**config.mk**
```make
export PLATFORM = sky130hd
export DESIGN_NAME = beta_mem_loader_flat
export DESIGN_NICKNAME = d
export VERILOG_FILES = /design/src/rtl/beta_mem_loader_if.sv /design/src/rtl/beta_mem_loader.sv /design/src/flat_wrapper.sv
export SDC_FILE = /design/constraint.sdc
export NUM_CORES = 1
export LEC_CHECK = 0
export BUFFER_PORTS_ARGS = -buffer_cell sky130_fd_sc_hd__buf_2
export CORE_MARGIN = 1
export CORE_UTILIZATION = 40
export CTS_CLUSTER_SIZE = 16
export DETAILED_ROUTE_END_ITERATION = 12
export PLACE_DENSITY = 0.56
export SYNTH_ARGS = -nofsm -noshare
export SYNTH_HDL_FRONTEND = slang
export SYNTH_SLANG_ARGS = --single-unit
```
**constraint.sdc**
```tcl
create_clock -name clk -period 2.8 [get_ports clk]
set_input_delay 0.14 -clock clk [delete_from_list [all_inputs] [get_ports clk]]
set_output_delay 0.14 -clock clk [all_outputs]
set_load 0.01 [all_outputs]
```
**src/rtl/beta_mem_loader_if.sv**
```systemverilog
// Stream-in and memory-write-port bundle for the beta boot loader.
// slave = loader side, master = host/memory side.
interface beta_mem_loader_if #(
  parameter int IM_AW = 10,
  parameter int DM_AW = 8,
  parameter int IW    = 32,
  parameter int DW    = 128
);
  logic [7:0]       in_data;
  logic             in_valid;
  logic             in_ready;
  logic             im_we;
  logic [IM_AW-1:0] im_addr;
  logic [IW-1:0]    im_wdata;
  logic             dm_we;
  logic [DM_AW-1:0] dm_addr;
  logic [DW-1:0]    dm_wdata;

  modport slave (
    input  in_data, in_valid,
    output in_ready, im_we, im_addr, im_wdata, dm_we, dm_addr, dm_wdata
  );

  modport master (
    output in_data, in_valid,
    input  in_ready, im_we, im_addr, im_wdata, dm_we, dm_addr, dm_wdata
  );
endinterface

```
**src/rtl/beta_mem_loader.sv**
```systemverilog
// Boot loader: parses SYNC/TGT/CNT/payload/CHK sections from a byte stream,
// writes assembled words to imem/dmem and releases the beta core on start.
module beta_mem_loader #(
  parameter int         IM_AW = 10,
  parameter int         DM_AW = 8,
  parameter int         IW    = 32,
  parameter int         DW    = 128,
  parameter logic [7:0] SYNC  = 8'hA5
) (
  input  logic                clk,
  input  logic                RESET_N,
  beta_mem_loader_if.slave    bus,
  output logic                cpu_reset,
  output logic                done,
  output logic                err
);

  typedef enum logic [2:0] {
    S_IDLE,
    S_TGT,
    S_CNT_LO,
    S_CNT_HI,
    S_PAYLOAD,
    S_CHK,
    S_RUN
  } state_t;

  localparam int IM_BYTES = IW / 8;
  localparam int DM_BYTES = DW / 8;
  localparam int BCW      = $clog2(DM_BYTES + 1);
  localparam logic [BCW-1:0] IM_LAST = BCW'(IM_BYTES - 1);
  localparam logic [BCW-1:0] DM_LAST = BCW'(DM_BYTES - 1);

  state_t           state_q, state_d;
  logic             xfer;
  logic             tgt_dm_q;
  logic [7:0]       cnt_lo_q;
  logic [15:0]      cnt_q;
  logic [BCW-1:0]   byte_cnt_q;
  logic [DW-1:0]    word_q;
  logic [DW-1:0]    word_next;
  logic [7:0]       chk_q;
  logic [IM_AW-1:0] im_ptr_q;
  logic [DM_AW-1:0] dm_ptr_q;
  logic             word_done;
  logic             ready_d, run_d, im_wr, dm_wr, err_set;

  assign xfer      = bus.in_valid & bus.in_ready;
  // Bytes enter at the top, so an imem word ends up in the upper IW bits.
  assign word_next = {bus.in_data, word_q[DW-1:8]};
  assign word_done = (byte_cnt_q == (tgt_dm_q ? DM_LAST : IM_LAST));

  always_ff @(posedge clk or negedge RESET_N) begin
    if (!RESET_N) state_q <= S_IDLE;
    else          state_q <= state_d;
  end

  always_comb begin
    state_d = state_q;
    case (state_q)
      S_IDLE:    if (xfer && bus.in_data == SYNC) state_d = S_TGT;
      S_TGT: begin
        if (xfer) begin
          if (bus.in_data == 8'h00 || bus.in_data == 8'h01) state_d = S_CNT_LO;
          else if (bus.in_data == 8'hFF && !err)              state_d = S_RUN;
          else                                                 state_d = S_IDLE;
        end
      end
      S_CNT_LO:  if (xfer) state_d = S_CNT_HI;
      S_CNT_HI: begin
        if (xfer) state_d = ({bus.in_data, cnt_lo_q} != 16'd0) ? S_PAYLOAD : S_CHK;
      end
      S_PAYLOAD: if (xfer && word_done && cnt_q == 16'd1) state_d = S_CHK;
      S_CHK:     if (xfer) state_d = S_IDLE;
      S_RUN:     state_d = S_RUN;
      default:   state_d = S_IDLE;
    endcase
  end

  always_comb begin
    ready_d = (state_d != S_RUN);
    run_d   = (state_d == S_RUN);
    im_wr   = (state_q == S_PAYLOAD) && xfer && word_done && !tgt_dm_q;
    dm_wr   = (state_q == S_PAYLOAD) && xfer && word_done && tgt_dm_q;
    err_set = 1'b0;
    if (xfer && state_q == S_TGT &&
        bus.in_data != 8'h00 && bus.in_data != 8'h01 && bus.in_data != 8'hFF)
      err_set = 1'b1;
    if (xfer && state_q == S_CHK && bus.in_data != chk_q)
      err_set = 1'b1;
  end

  always_ff @(posedge clk or negedge RESET_N) begin
    if (!RESET_N) begin
      bus.in_ready <= 1'b0;
      bus.im_we    <= 1'b0;
      bus.im_addr  <= '0;
      bus.im_wdata <= '0;
      bus.dm_we    <= 1'b0;
      bus.dm_addr  <= '0;
      bus.dm_wdata <= '0;
      cpu_reset    <= 1'b1;
      done         <= 1'b0;
      err          <= 1'b0;
      tgt_dm_q     <= 1'b0;
      cnt_lo_q     <= '0;
      cnt_q        <= '0;
      byte_cnt_q   <= '0;
      word_q       <= '0;
      chk_q        <= '0;
      im_ptr_q     <= '0;
      dm_ptr_q     <= '0;
    end else begin
      bus.in_ready <= ready_d;
      cpu_reset    <= !run_d;
      done         <= run_d;
      bus.im_we    <= im_wr;
      bus.dm_we    <= dm_wr;
      if (err_set) err <= 1'b1;

      if (im_wr) begin
        bus.im_addr  <= im_ptr_q;
        bus.im_wdata <= word_next[DW-1 -: IW];
        im_ptr_q     <= im_ptr_q + 1'b1;
      end
      if (dm_wr) begin
        bus.dm_addr  <= dm_ptr_q;
        bus.dm_wdata <= word_next;
        dm_ptr_q     <= dm_ptr_q + 1'b1;
      end

      if (xfer) begin
        case (state_q)
          S_TGT: begin
            tgt_dm_q   <= bus.in_data[0];
            im_ptr_q   <= '0;
            dm_ptr_q   <= '0;
            chk_q      <= '0;
            byte_cnt_q <= '0;
          end
          S_CNT_LO: cnt_lo_q <= bus.in_data;
          S_CNT_HI: cnt_q    <= {bus.in_data, cnt_lo_q};
          S_PAYLOAD: begin
            word_q <= word_next;
            chk_q  <= chk_q ^ bus.in_data;
            if (word_done) begin
              byte_cnt_q <= '0;
              cnt_q      <= cnt_q - 16'd1;
            end else begin
              byte_cnt_q <= byte_cnt_q + 1'b1;
            end
          end
          default: ;
        endcase
      end
    end
  end

endmodule
```
**src/flat_wrapper.sv**
```systemverilog
// flat-port wrapper written by rule: the top's interface ports become plain ports
module beta_mem_loader_flat 
#(
  parameter int         IM_AW = 10,
  parameter int         DM_AW = 8,
  parameter int         IW    = 32,
  parameter int         DW    = 128,
  parameter logic [7:0] SYNC  = 8'hA5
)
  (clk, RESET_N, cpu_reset, done, err, bus_in_data, bus_in_valid, bus_in_ready, bus_im_we, bus_im_addr, bus_im_wdata, bus_dm_we, bus_dm_addr, bus_dm_wdata);
  beta_mem_loader_if #(.IM_AW(IM_AW), .DM_AW(DM_AW), .IW(IW), .DW(DW)) bus_i ();
  input  logic clk;
  input  logic RESET_N;
  output logic cpu_reset;
  output logic done;
  output logic err;
  input wire logic [$bits(bus_i.in_data)-1:0] bus_in_data;
  input wire logic [$bits(bus_i.in_valid)-1:0] bus_in_valid;
  output wire logic [$bits(bus_i.in_ready)-1:0] bus_in_ready;
  output wire logic [$bits(bus_i.im_we)-1:0] bus_im_we;
  output wire logic [$bits(bus_i.im_addr)-1:0] bus_im_addr;
  output wire logic [$bits(bus_i.im_wdata)-1:0] bus_im_wdata;
  output wire logic [$bits(bus_i.dm_we)-1:0] bus_dm_we;
  output wire logic [$bits(bus_i.dm_addr)-1:0] bus_dm_addr;
  output wire logic [$bits(bus_i.dm_wdata)-1:0] bus_dm_wdata;
  assign bus_i.in_data = bus_in_data;
  assign bus_i.in_valid = bus_in_valid;
  assign bus_in_ready = bus_i.in_ready;
  assign bus_im_we = bus_i.im_we;
  assign bus_im_addr = bus_i.im_addr;
  assign bus_im_wdata = bus_i.im_wdata;
  assign bus_dm_we = bus_i.dm_we;
  assign bus_dm_addr = bus_i.dm_addr;
  assign bus_dm_wdata = bus_i.dm_wdata;
  beta_mem_loader #(.IM_AW(IM_AW), .DM_AW(DM_AW), .IW(IW), .DW(DW), .SYNC(SYNC)) u_core (.clk(clk), .RESET_N(RESET_N), .bus(bus_i), .cpu_reset(cpu_reset), .done(done), .err(err));
endmodule
```
==> metrics.md <==
| Metric | Value |
|---|---|
| Outcome | finished with violations |
| Failing checks | design-rule violations |
| Cells after synthesis | 1,532 |
| Post-synth EDFFs | 0 |
| Ordered cell list for the critical path | ha_1, or4b_4, a2111oi_4, buf_12, mux2_2 |
| Count of different cell masters after synthesis | 52 |
| First-pass GRT wire length | 60.1 mm |
| First-pass DRT Iterations | 9 |
| Maximum clock frequency | 414 MHz |
| Root buffer cell | clkbuf_16 |
| Starting Density | 40.9% |
| PnR worst setup slack | 0.382 ns |
| DRT antenna net count | 0 |
| Synth async-reset ratio | 100% |
| Final Critical Period | 2.42 ns |
| Pre-CTS setup slack | 0.375 ns |
| Slew Limit Fails | 0 |
| Core ar. | 35,800 um2 |
| Fin. Hold Viols | 0 |
| # Max-Cap Violations | 0 |
| Syn Nets | 1,548 |
| Synthesis-stage register bit count | 363 |
| CTS resizes | 0 |
| Final setup viols | 0 |
| Peak supply drop | 423 uV |
| Cell Area, Synth | 14,700 um2 |
| Detailed-route via count | 10,982 |
| Routed WL | 35.8 mm |
| Syn avg cell area | 9.57 um2 |
| Total power | 10.6 mW |
| H-Tree Depth | 2 |
| Arrival time at the worst endpoint | 2.83 ns |
| Clock tree sinks | 363 |
| Worst-path clk slew | 0.06 ns |
| Vias in the first global route | 10,886 |
| FF-to-FF setup slack | 0.38 ns |
| GR Util All Layers | 19.9% |
| CP max stage cell | or4b_4 |
| CTS tree | built |
| Leakage | 9.94 nW |
| RSZ-0062 raised after global routing | false |
| GP Congestion | 0.830 |
| Drt wl/cell | 16.2 um |
| Data required, critical path | 3.22 ns |
| Post-synthesis sequential area ratio | 62.0% |
| CTS Buf Count | 40 |
| Crit. End Element | flop |
| Largest net degree at the start of global routing | 93 |
| CP Max Fanout | 48 |
| DP HPWL | 22.9 mm |
| Area Overhead vs Synth | 20.1% |
| Worst path bufs/invs | 1 |
| Max stage delay on crit path | 0.54 ns |
| Die H | 193 um |
| Setup TNS | 0 ns |
| I/O pins | 195 |
| Initial antenna violation count | 0 |
| Yosys warns | 0 |
| Worst setup SP type | flop |
| Relative slew slack | 21.2% |
| Num rows | 69 |
| Final worst-path cycle share | 86.4% |
| Antenna Cells | 0 |
| Ratio of cells with drive above 1 in the final layout | 20.4% |
| Crit-path leading delay family | simple AND/OR/NAND/NOR gates |
| NumNets Final | 1,732 |
| Buffers on Ports | 194 |
| Vias/cell | 4.98 |
| Most used DFF post-synth | dfrtp_1 |
| Clk buf depth | 3 |
| PD cells | 602 nW/um2 |
| Worst Setup Path Type | reg2reg |
| Actual slew at the worst max-slew pin | 1.17 ns |
| 1st-iter DRT viols | 878 |
| HP Class | in2reg |
| Grt total ovfl | 0 |
| Final Util | 49.1% |
| Post-Route Skew | 0.0121 ns |
| DR DRC count | 12 |
| Post-CTS setup buffer count | 0 |
| Worst skew pair latency | 0.54 ns |
| Die area | 37,400 um2 |
| Die Width | 193 um |
==> cell usage after synthesis, drive strengths merged, types with 2 or more instances <==
master,number,share of area [%]
inv,14,0.36
nor2,42,1.1
a2bb2oi,2,0.12
clkbuf,63,1.6
or3,5,0.21
o211ai,4,0.20
o2bb2ai,4,0.24
or4,4,0.20
o31ai,2,0.10
xor2,6,0.36
nor3,14,0.48
nand2b,9,0.38
a221o,2,0.14
buf,22,0.89
nand4,13,0.55
a21oi,22,0.75
and2,3,0.13
and3,2,0.085
nand3,15,0.51
o22ai,5,0.21
xnor2,10,0.60
mux2,65,5.0
nor4,11,0.82
a32oi,3,0.18
nor2b,3,0.13
a22oi,2,0.10
ha,5,0.43
nor3b,6,0.31
dfrtp,362,62
nand2,750,19
o21ai,48,1.6
==> stage by stage <==
step                instance area (um2)  std cells  hold WS [ns]
finish                            17600       2206        0.0242
global route                      17600       2206        0.0323
CTS                               17600       2206      0.000798
detailed placement                16200       2128         0.165
global placement                  16200       2128         0.165
floorplan                         14700       1532        -0.156
==> cells by family after synthesis <==
| logic type | after synthesis | share of synthesized area [%] |
|---|---|---|
| XOR/XNOR | 16 | 0.956 |
| buffers and inverters | 99 | 2.86 |
| AO/OA/AOI/OAI | 103 | 4.40 |
| adder cells (fa/ha/maj) | 5 | 0.427 |
| multiplexers | 65 | 4.99 |
| AND/OR/NAND/NOR | 881 | 24.4 |
| flip-flops | 363 | 62.0 |
==> worst reg2reg max path: stages (launching register included) <==
cell       delay (ns)
dfrtp_1          0.39
ha_1             0.26
or4b_4           0.54
a2111oi_4        0.40
buf_12           0.33
mux2_2           0.40
==> path summary, 6_finish.rpt <==
check                                                         start                                   to  depth (start not counted)
min in group asynchronous                                   RESET_N  u_core.bus.dm_wdata[11]$_DFFE_PN0P_                          2
max in group asynchronous                                   RESET_N        u_core.word_q[99]$_DFFE_PN0P_                          3
worst min register to register  u_core.bus.dm_wdata[61]$_DFFE_PN0P_  u_core.bus.dm_wdata[61]$_DFFE_PN0P_                          2
worst max register to register     u_core.byte_cnt_q[0]$_DFFE_PN0P_   u_core.bus.im_wdata[6]$_DFFE_PN0P_                          5
worst max-delay path               u_core.byte_cnt_q[0]$_DFFE_PN0P_   u_core.bus.im_wdata[6]$_DFFE_PN0P_                          5
worst min-delay path                                 bus_in_data[3]          u_core.chk_q[3]$_DFFE_PN0P_                          3
==> per-layer routing <==
metal | track usage (%) | share of wire [%]
met5 | 0 | 0
met4 | 5.10 | 1.9
met3 | 3.52 | 5.5
met2 | 31.1 | 45
met1 | 28.7 | 47
==> placed cells by master, fill, tap and decap left out, drive strengths merged, types with 2 or more instances in the layout <==
cell / instances
a22oi: 2
nand2b: 9
or3: 5
nor3: 14
a32oi: 3
nand2: 750
ha: 5
xor2: 6
buf: 220
o31ai: 2
or4: 4
and3: 2
o2bb2ai: 4
clkbuf: 66
nor4: 11
o22ai: 5
nand3: 15
clkinv: 4
o21ai: 48
o211ai: 4
a2bb2oi: 2
a221o: 2
nor2: 42
and2: 3
xnor2: 10
inv: 15
a21oi: 22
dfrtp: 362
mux2: 65
dlygate4sd3: 7
nand4: 13
nor2b: 3
nor3b: 6
==> sequential cells by signal (all words and copies together) (netlist names), 10 cells and up <==
name and count:
u_core.bus.dm_wdata 128, u_core.bus.im_addr 10, u_core.bus.im_wdata 32, u_core.cnt_q 16
u_core.im_ptr_q 10, u_core.word_q 120
==> cell type report <==
class,count,area [um2]
fillers,3371,18200
flip-flops and latches,363,9080
multi-input cells,1070,5200
repair buffers,227,1400
clock buffers,66,1260
well taps,461,577
inverters,14,52.6
clock inverters,5,40.0
==> what timing repair did <==
action / CTS / global route
setup endpoints to repair: 0 / 0
hold endpoints to repair: 70 / 0
hold buffers: 7 / 0
==> power by group <==
part,switching (mW),leakage [nW],internal (mW)
Clock,2.07,0.643,3.06
Combinational,0.163,4.25,0.0434
Sequential,0.00530,5.05,5.25
(Power assumes the default switching activity.)
